`config.mk`:
```
export PLATFORM = sky130hd
export DESIGN_NAME = regfile_scoreboard_flat
export DESIGN_NICKNAME = d
export VERILOG_FILES = /design/src/rtl/regfile_scoreboard_if.sv /design/src/rtl/regfile_scoreboard.sv /design/src/flat_wrapper.sv
export SDC_FILE = /design/constraint.sdc
export NUM_CORES = 2
export LEC_CHECK = 0
export ABC_AREA = 1
export CAP_MARGIN = 20
export CORE_MARGIN = 2
export CORE_UTILIZATION = 45
export DETAILED_ROUTE_END_ITERATION = 7
export SYNTH_ARGS = -nofsm -noshare
export SYNTH_HDL_FRONTEND = slang
export SYNTH_SLANG_ARGS = --single-unit
```
`constraint.sdc`:
```
create_clock -name clk -period 5.1 [get_ports clk]
set_input_delay 1.02 -clock clk [delete_from_list [all_inputs] [get_ports clk]]
set_output_delay 1.02 -clock clk [all_outputs]
set_load 0.005 [all_outputs]
```
`src/rtl/regfile_scoreboard_if.sv`:
```
// rtl/regfile_scoreboard_if.sv - decode/writeback side bus of the register file and busy scoreboard
interface regfile_scoreboard_if #(
  parameter int DATA_W = 32,
  parameter int NREG   = 32,
  parameter int ADDR_W = 5
);
  // writeback stage
  logic              op_write;
  logic [31:0]       write_addr;
  logic [DATA_W-1:0] write_data;
  // decode read ports
  logic [ADDR_W-1:0] rs1_addr;
  logic [ADDR_W-1:0] rs2_addr;
  logic [DATA_W-1:0] rs1_data;
  logic [DATA_W-1:0] rs2_data;
  logic              rs1_busy;
  logic              rs2_busy;
  // decode producer marking
  logic              mark_en;
  logic [ADDR_W-1:0] mark_addr;
  // registered scoreboard state for the hazard unit
  logic [NREG-1:0]   busy_vec;

  modport master (
    output op_write, write_addr, write_data,
    output rs1_addr, rs2_addr, mark_en, mark_addr,
    input  rs1_data, rs2_data, rs1_busy, rs2_busy, busy_vec
  );

  modport slave (
    input  op_write, write_addr, write_data,
    input  rs1_addr, rs2_addr, mark_en, mark_addr,
    output rs1_data, rs2_data, rs1_busy, rs2_busy, busy_vec
  );
endinterface

```
`src/rtl/regfile_scoreboard.sv`:
```
// rtl/regfile_scoreboard.sv - integer register file with writeback bypass and per-register busy scoreboard
module regfile_scoreboard #(
  parameter int DATA_W = 32,
  parameter int NREG   = 32,
  parameter int ADDR_W = 5
) (
  input  logic                 clk,
  input  logic                 rst,
  regfile_scoreboard_if.slave  bus
);

  logic [DATA_W-1:0] regs [NREG];
  logic [NREG-1:0]   busy;
  logic [NREG-1:0]   busy_next;
  logic [ADDR_W-1:0] wa;
  logic              wr_hit;
  logic              unused_addr_hi;

  // Only the low index bits of the writeback address select a register.
  assign wa             = bus.write_addr[ADDR_W-1:0];
  assign unused_addr_hi = ^bus.write_addr[31:ADDR_W];
  // x0 is never written, so a write to it is simply dropped.
  assign wr_hit         = bus.op_write && (wa != '0);

  // Register array: cleared on reset, writeback updates the destination.
  always_ff @(posedge clk) begin
    if (rst) begin
      for (int i = 0; i < NREG; i++) begin
        regs[i] <= '0;
      end
    end else if (wr_hit) begin
      regs[wa] <= bus.write_data;
    end
  end

  // Read port 1: x0 reads zero, otherwise the same-cycle writeback wins over the array.
  always_comb begin
    bus.rs1_data = regs[bus.rs1_addr];
    if (bus.rs1_addr == '0) begin
      bus.rs1_data = '0;
    end else if (bus.op_write && (wa == bus.rs1_addr)) begin
      bus.rs1_data = bus.write_data;
    end
  end

  // Read port 2: same selection as port 1, independent index.
  always_comb begin
    bus.rs2_data = regs[bus.rs2_addr];
    if (bus.rs2_addr == '0) begin
      bus.rs2_data = '0;
    end else if (bus.op_write && (wa == bus.rs2_addr)) begin
      bus.rs2_data = bus.write_data;
    end
  end

  // Scoreboard next state: writeback clears, then a mark sets so a younger producer wins.
  always_comb begin
    busy_next = busy;
    if (bus.op_write) begin
      busy_next[wa] = 1'b0;
    end
    if (bus.mark_en) begin
      busy_next[bus.mark_addr] = 1'b1;
    end
    busy_next[0] = 1'b0;
  end

  // Scoreboard state: reset discards every outstanding producer.
  always_ff @(posedge clk) begin
    if (rst) begin
      busy <= '0;
    end else begin
      busy <= busy_next;
    end
  end

  // A completing writeback masks busy like the data bypass; a fresh mark shows next cycle.
  assign bus.rs1_busy = busy[bus.rs1_addr] && !(bus.op_write && (wa == bus.rs1_addr))
                        && (bus.rs1_addr != '0);
  assign bus.rs2_busy = busy[bus.rs2_addr] && !(bus.op_write && (wa == bus.rs2_addr))
                        && (bus.rs2_addr != '0);
  assign bus.busy_vec = busy;

endmodule
```
`src/flat_wrapper.sv`:
```
// flat-port wrapper written by rule: the top's interface ports become plain ports
module regfile_scoreboard_flat 
#(
  parameter int DATA_W = 32,
  parameter int NREG   = 32,
  parameter int ADDR_W = 5
)
  (clk, rst, bus_op_write, bus_write_addr, bus_write_data, bus_rs1_addr, bus_rs2_addr, bus_mark_en, bus_mark_addr, bus_rs1_data, bus_rs2_data, bus_rs1_busy, bus_rs2_busy, bus_busy_vec);
  regfile_scoreboard_if #(.DATA_W(DATA_W), .NREG(NREG), .ADDR_W(ADDR_W)) bus_i ();
  input  logic clk;
  input  logic rst;
  input wire logic [$bits(bus_i.op_write)-1:0] bus_op_write;
  input wire logic [$bits(bus_i.write_addr)-1:0] bus_write_addr;
  input wire logic [$bits(bus_i.write_data)-1:0] bus_write_data;
  input wire logic [$bits(bus_i.rs1_addr)-1:0] bus_rs1_addr;
  input wire logic [$bits(bus_i.rs2_addr)-1:0] bus_rs2_addr;
  input wire logic [$bits(bus_i.mark_en)-1:0] bus_mark_en;
  input wire logic [$bits(bus_i.mark_addr)-1:0] bus_mark_addr;
  output wire logic [$bits(bus_i.rs1_data)-1:0] bus_rs1_data;
  output wire logic [$bits(bus_i.rs2_data)-1:0] bus_rs2_data;
  output wire logic [$bits(bus_i.rs1_busy)-1:0] bus_rs1_busy;
  output wire logic [$bits(bus_i.rs2_busy)-1:0] bus_rs2_busy;
  output wire logic [$bits(bus_i.busy_vec)-1:0] bus_busy_vec;
  assign bus_i.op_write = bus_op_write;
  assign bus_i.write_addr = bus_write_addr;
  assign bus_i.write_data = bus_write_data;
  assign bus_i.rs1_addr = bus_rs1_addr;
  assign bus_i.rs2_addr = bus_rs2_addr;
  assign bus_i.mark_en = bus_mark_en;
  assign bus_i.mark_addr = bus_mark_addr;
  assign bus_rs1_data = bus_i.rs1_data;
  assign bus_rs2_data = bus_i.rs2_data;
  assign bus_rs1_busy = bus_i.rs1_busy;
  assign bus_rs2_busy = bus_i.rs2_busy;
  assign bus_busy_vec = bus_i.busy_vec;
  regfile_scoreboard #(.DATA_W(DATA_W), .NREG(NREG), .ADDR_W(ADDR_W)) u_core (.clk(clk), .rst(rst), .bus(bus_i));
endmodule
```
Yosys cells after proc, flatten, opt, wreduce, memory -nomap -nowiden
Memories as Yosys holds them, arrays and structs flattened. Cells that the tools add are included.

Bits in registers: 32. Bits in latches: 0. Memory bits (writable): 1024. Bits in read-only memories: 0. Output and inout port bits: 98. Logic and storage cells: 53. Memories: 1.

Memory list: u_core.regs (words 32, bits a word 32, read ports 2, clocked after Yosys merged registers in 0, write ports 32, RTL line regfile_scoreboard.sv:12) `logic [DATA_W-1:0] regs [NREG];`.

$add $sub $neg: 0. $mul: 0. Divide/modulo/power cells: 0. Magnitude comparators: 6. Equality and inequality tests: 2. Shift-type cells: 0. Multiplexer cells: 22. Bitwise gates (word level): 3. Reduce and logical (&&, ||, !) cells: 17.

Operators by type and width (count): 32-bit two-way mux (7); 32-bit AND (1); 32-bit inverter (1); 32-bit OR (1); 32-bit OR reduction (1); 5-bit by 6-bit < comparator with 1-bit output, second input constant (4); 5-bit nonzero test (3); 1-bit binary-select mux with 5-bit select (2); 1-bit demux with 5-bit select (2); 5-bit equality test (2); 5-bit by 1-bit >= comparator with 1-bit output, second input constant (2); 5-bit zero test (2); 1-bit two-way mux (10); 1-bit logical AND (9); 5-bit two-way mux (1); 1-bit zero test (2).

Longest topological paths before layout
Depth in word-level cells: 9. Gate-level depth with buffers: 14. Depth with buffers taken out: 11.

Worst setup path after synthesis
No wires, ideal clock.

Path type: input to output. From: input port bus_rs1_addr[3]. To: output port bus_rs1_data[20]. Arrival time: 2184 ps. Required time: 4080 ps. Setup slack: 1896 ps. Stages: 8. Buffers on the path: 4. Cells stage by stage: buf_2 buf_2 buf_1 clkbuf_1 nand3_1 nand3_1 nand3_1 nand2_1.

Cells in the longest elaborated chain, start to end: 4. Elaborated cells between the ends (all ways): 6. Those cells by class: 1 x eq/ne; 2 x mux; 2 x reduce/logical; 1 x memory.

RTL lines: from (decl) (RTL line flat_wrapper.sv:15) `input wire logic [$bits(bus_i.rs1_addr)-1:0] bus_rs1_addr;`; parallel branches: the longest is 3 deep, another holds memory read 32 x 32 bit; 32-bit two-way mux (*) (RTL line regfile_scoreboard.sv:39) `if (bus.rs1_addr == '0) begin`; to (decl) (RTL line flat_wrapper.sv:19) `output wire logic [$bits(bus_i.rs1_data)-1:0] bus_rs1_data;`.

Every way passes the cells marked *.

Final worst setup path
From: input port bus_rs2_addr[2]. To: output port bus_rs2_data[27].

Cells in the longest elaborated chain, start to end: 4. Elaborated cells between the ends (all ways): 6. Those cells by class: 1 x eq/ne; 2 x mux; 2 x reduce/logical; 1 x memory.

RTL lines: from (decl) (RTL line flat_wrapper.sv:16) `input wire logic [$bits(bus_i.rs2_addr)-1:0] bus_rs2_addr;`; parallel branches: the longest is 3 deep, another holds memory read 32 x 32 bit; 32-bit two-way mux (*) (RTL line regfile_scoreboard.sv:49) `if (bus.rs2_addr == '0) begin`; to (decl) (RTL line flat_wrapper.sv:20) `output wire logic [$bits(bus_i.rs2_data)-1:0] bus_rs2_data;`.

Marked as above.

==> run_results.csv <==
group,metric,value,unit
run_status,status,"finished, final reports clean",
clock_network,clock_sinks,1055,
synth,syn_area,59800,sq um
job,cap_violations,0,
synth,ys_warn_count,0,
synth,yosys-top-cells-area,"edfxtp_1 51%, nand2_1 11%, nand3_1 9.1%",
routing,firstDrtPassIters,6,
pwr,irDropWorstVdd,0.275,mV
critical_path,crit_path_end_kind,"primary output",
min_path,min-delay-start,"u_core.bus.busy_vec[15]",
synth,synth.most_common_cell,"nand2_1",
synth,ys_top_cells_by_count,"1816 x nand2_1, 1143 x nor2_1, 1088 x nand3_1",
routing,ant_nets,0,
clock_network,ctsResizeCount,0,
timing,report.final.slew_viol_count,0,
routing,wl_per_cell,25.7,microns
routing,routed_wl,237,mm
timing,final.setup.tns,0,ns
cells_and_area,syn_to_final_growth,12.1,%
routing,viasPerCell,5.99,
die,die_width,368,microns
synth,ys_async_sr_fraction,0,%
cells_and_area,drive_gt1_share,7.22,%
synth,synth_top_area_cell,"edfxtp_1",
clock_network,cts_setup_buffers,0,
die,coreArea,132000,sq um
placed_design,dp_hpwl,142,mm
die,die_y,368,microns
placed_design,port_buffers,152,
critical_path,worstPathMaxFanout,18,
timing,setup_viol_count_final,0,
clock_network,insertion_delay,0.74,ns
clock_network,cts_tree,"done",
pwr,leakage,27.4,nW
grt,gr-usage-met1,47.1,%
grt,grt_util_all_layers,34.2,%
grt,met3_usage,6.67,%
grt,grt_pass1_vias,51300,
min_path,holdPathStages,2,
timing,period_minus_slack,4.92,ns
routing,num_vias,55200,
clock_network,clockRootBuffer,"clkbuf_16",
clock_network,h-tree-depth,3,
synth,ys_seq_area_share,52.5,%
clock_network,clk_pin_slew,0.06,ns
timing,tightest_slew,1.10,ns
cells_and_area,final_core_util,50.9,%
placed_design,gp_congestion,0.985,
timing,finalCritPeriodShare,96.5,%
timing,timing.fmax,0.203,GHz
synth,yosysUniqueCellTypes,28,
critical_path,r2r-start,"u_core.bus.busy_vec[19]",
timing,relSlewSlack,26.7,%
synth,synth_top_cell_area_share,51.5,%
critical_path,r2r_cells,2,
synth,synth_cells,7472,
grt,overflow,0,
timing,rsz0062_at_grt,"no",
die,ios,181,
critical_path,r2r_slack,4.18,ns
critical_path,reg2reg_to,"u_core.bus.busy_vec[19]",
critical_path,crit_required,4.08,ns
pwr,power.density,324,nW/um^2
grt,antenna_found_initial,3,
routing,drc,0,
cells_and_area,stdcell_area,67000,sq um
die,initial_core_util,45.4,%
routing,drt-initial-drc-count,7998,
cells_and_area,final_nets,7444,
timing,final.setup_skew,0,ns
min_path,hold_class,"reg2reg",
die,dieArea,136000,sq um
timing,hold_viol,0,
grt,grt_pass1_wl,343,mm
synth,synth_flop_cell,"edfxtp_1",
placed_design,place_area,63300,sq um
grt,grt-busiest-layer,"met2",
grt,grt_max_degree,142,
clock_network,clock_path_buffers,3,
critical_path,cp-start-kind,"input port",
die,rows,133,
grt,met2_usage,51.1,%
clock_network,cts_hold_buf,0,
synth,syn_area_per_cell,8.00,sq um
synth,synth_edf_count,1024,
critical_path,cp.arrival,3.90,ns
min_path,hold_path_end,"u_core.bus.busy_vec[15]",
synth,synth-seq-cells,1055,
clock_network,numCtsBuffers,117,
critical_path,crit_type,"in2out",
## registers in the layout, indices dropped and copies added, names as in the netlist
signal and count:
u_core.bus.busy_vec 31, u_core.regs 1024
## report_power, final
| group | internal [mW] | switching, mW |
|---|---|---|
| logic | 0.933 | 2.27 |
| registers | 9.97 | 0.191 |
| clock network | 4.76 | 3.60 |
| total | 15.7 | 6.06 |
## layer usage
layer | up-vias | wire [microns]
met3 | 633 | 28500
met5 | - | 36
met4 | 6 | 14000
li1 | 24600 | -
met1 | 26200 | 92900
met2 | 3732 | 102000
## logic make-up after synthesis
kind of cell	after synthesis	synth area share, %
other	1	0.00628
DFF	1055	52.5
buffers and inverters	1307	9.05
AOI/OAI and AO/OA	954	9.57
and+or+nand+nor	4155	28.9
## cells in the final DEF, fill, tap and decap left out, types with 3 or more instances in the layout
cell,Yosys,final
a21oi_1,307,307
a31oi_1,6,6
buf_12,0,54
buf_4,22,186
buf_8,0,8
bufinv_16,0,9
clkbuf_1,250,23
clkbuf_16,0,120
clkbuf_8,0,3
clkdlybuf4s50_1,0,141
clkinv_1,2,38
clkinv_2,0,21
conb_1,1,33
dfxtp_1,31,31
edfxtp_1,1024,1024
inv_1,642,632
inv_2,9,9
inv_6,0,5
nand2_1,1816,1784
nand2_2,26,58
nand3_1,1088,1085
nand3_2,3,6
nand3b_1,16,16
nor2_1,1143,1136
nor2_2,2,5
nor2_4,0,4
nor3_1,18,18
o211ai_1,373,373
o21ai_0,265,265
or2_2,39,39
## final cells by class
class,instances,area (sq um)
Tap cell,1755,2200
Fill cell,12300,64600
Inverter,653,2480
Clock inverter,68,554
Sequential cell,1055,31400
Multi-Input combinational cell,5142,23200
Timing Repair Buffer,392,4050
Antenna cell,2,5.00
Clock buffer,146,3130
## stage by stage
| stage | cells | total power [mW] | setup slack, ns | hold slack [ns] |
|---|---|---|---|---|
| floorplan | 7504 | 12.1 | 1.90 | 0.468 |
| global placement | 8992 | 13.4 | 0.435 | 0.501 |
| detailed placement | 8993 | 13.4 | 0.400 | 0.514 |
| CTS | 9207 | 21.7 | 0.385 | 0.522 |
| global route | 9211 | 22.3 | 0.154 | 0.563 |
| finish | 9213 | 21.7 | 0.178 | 0.520 |
## critical path, stage by stage
cell and delay (ns):
buf_4 0.17, buf_4 0.21, nor2_2 0.50, nand3_2 0.60, nand2_1 0.21, inv_1 0.08
buf_4 0.21, nand3_1 0.30, nand2_1 0.12, clkdlybuf4s50_1 0.46
## worst max path at each step
stage | startpoint | to | slack (ns) | cells past startpoint
after floorplan | bus_rs1_addr[3] | bus_rs1_data[20] | 1.90 | 8
after global placement | bus_write_addr[0] | bus_rs2_data[25] | 0.43 | 11
after detailed placement | bus_rs2_addr[2] | bus_rs2_data[27] | 0.40 | 10
after CTS | bus_rs2_addr[2] | bus_rs2_data[27] | 0.39 | 10
after global routing | bus_rs2_addr[2] | bus_rs2_data[27] | 0.15 | 10
final | bus_rs2_addr[2] | bus_rs2_data[27] | 0.18 | 10
Note: power is estimated with default switching activity, not from simulation.
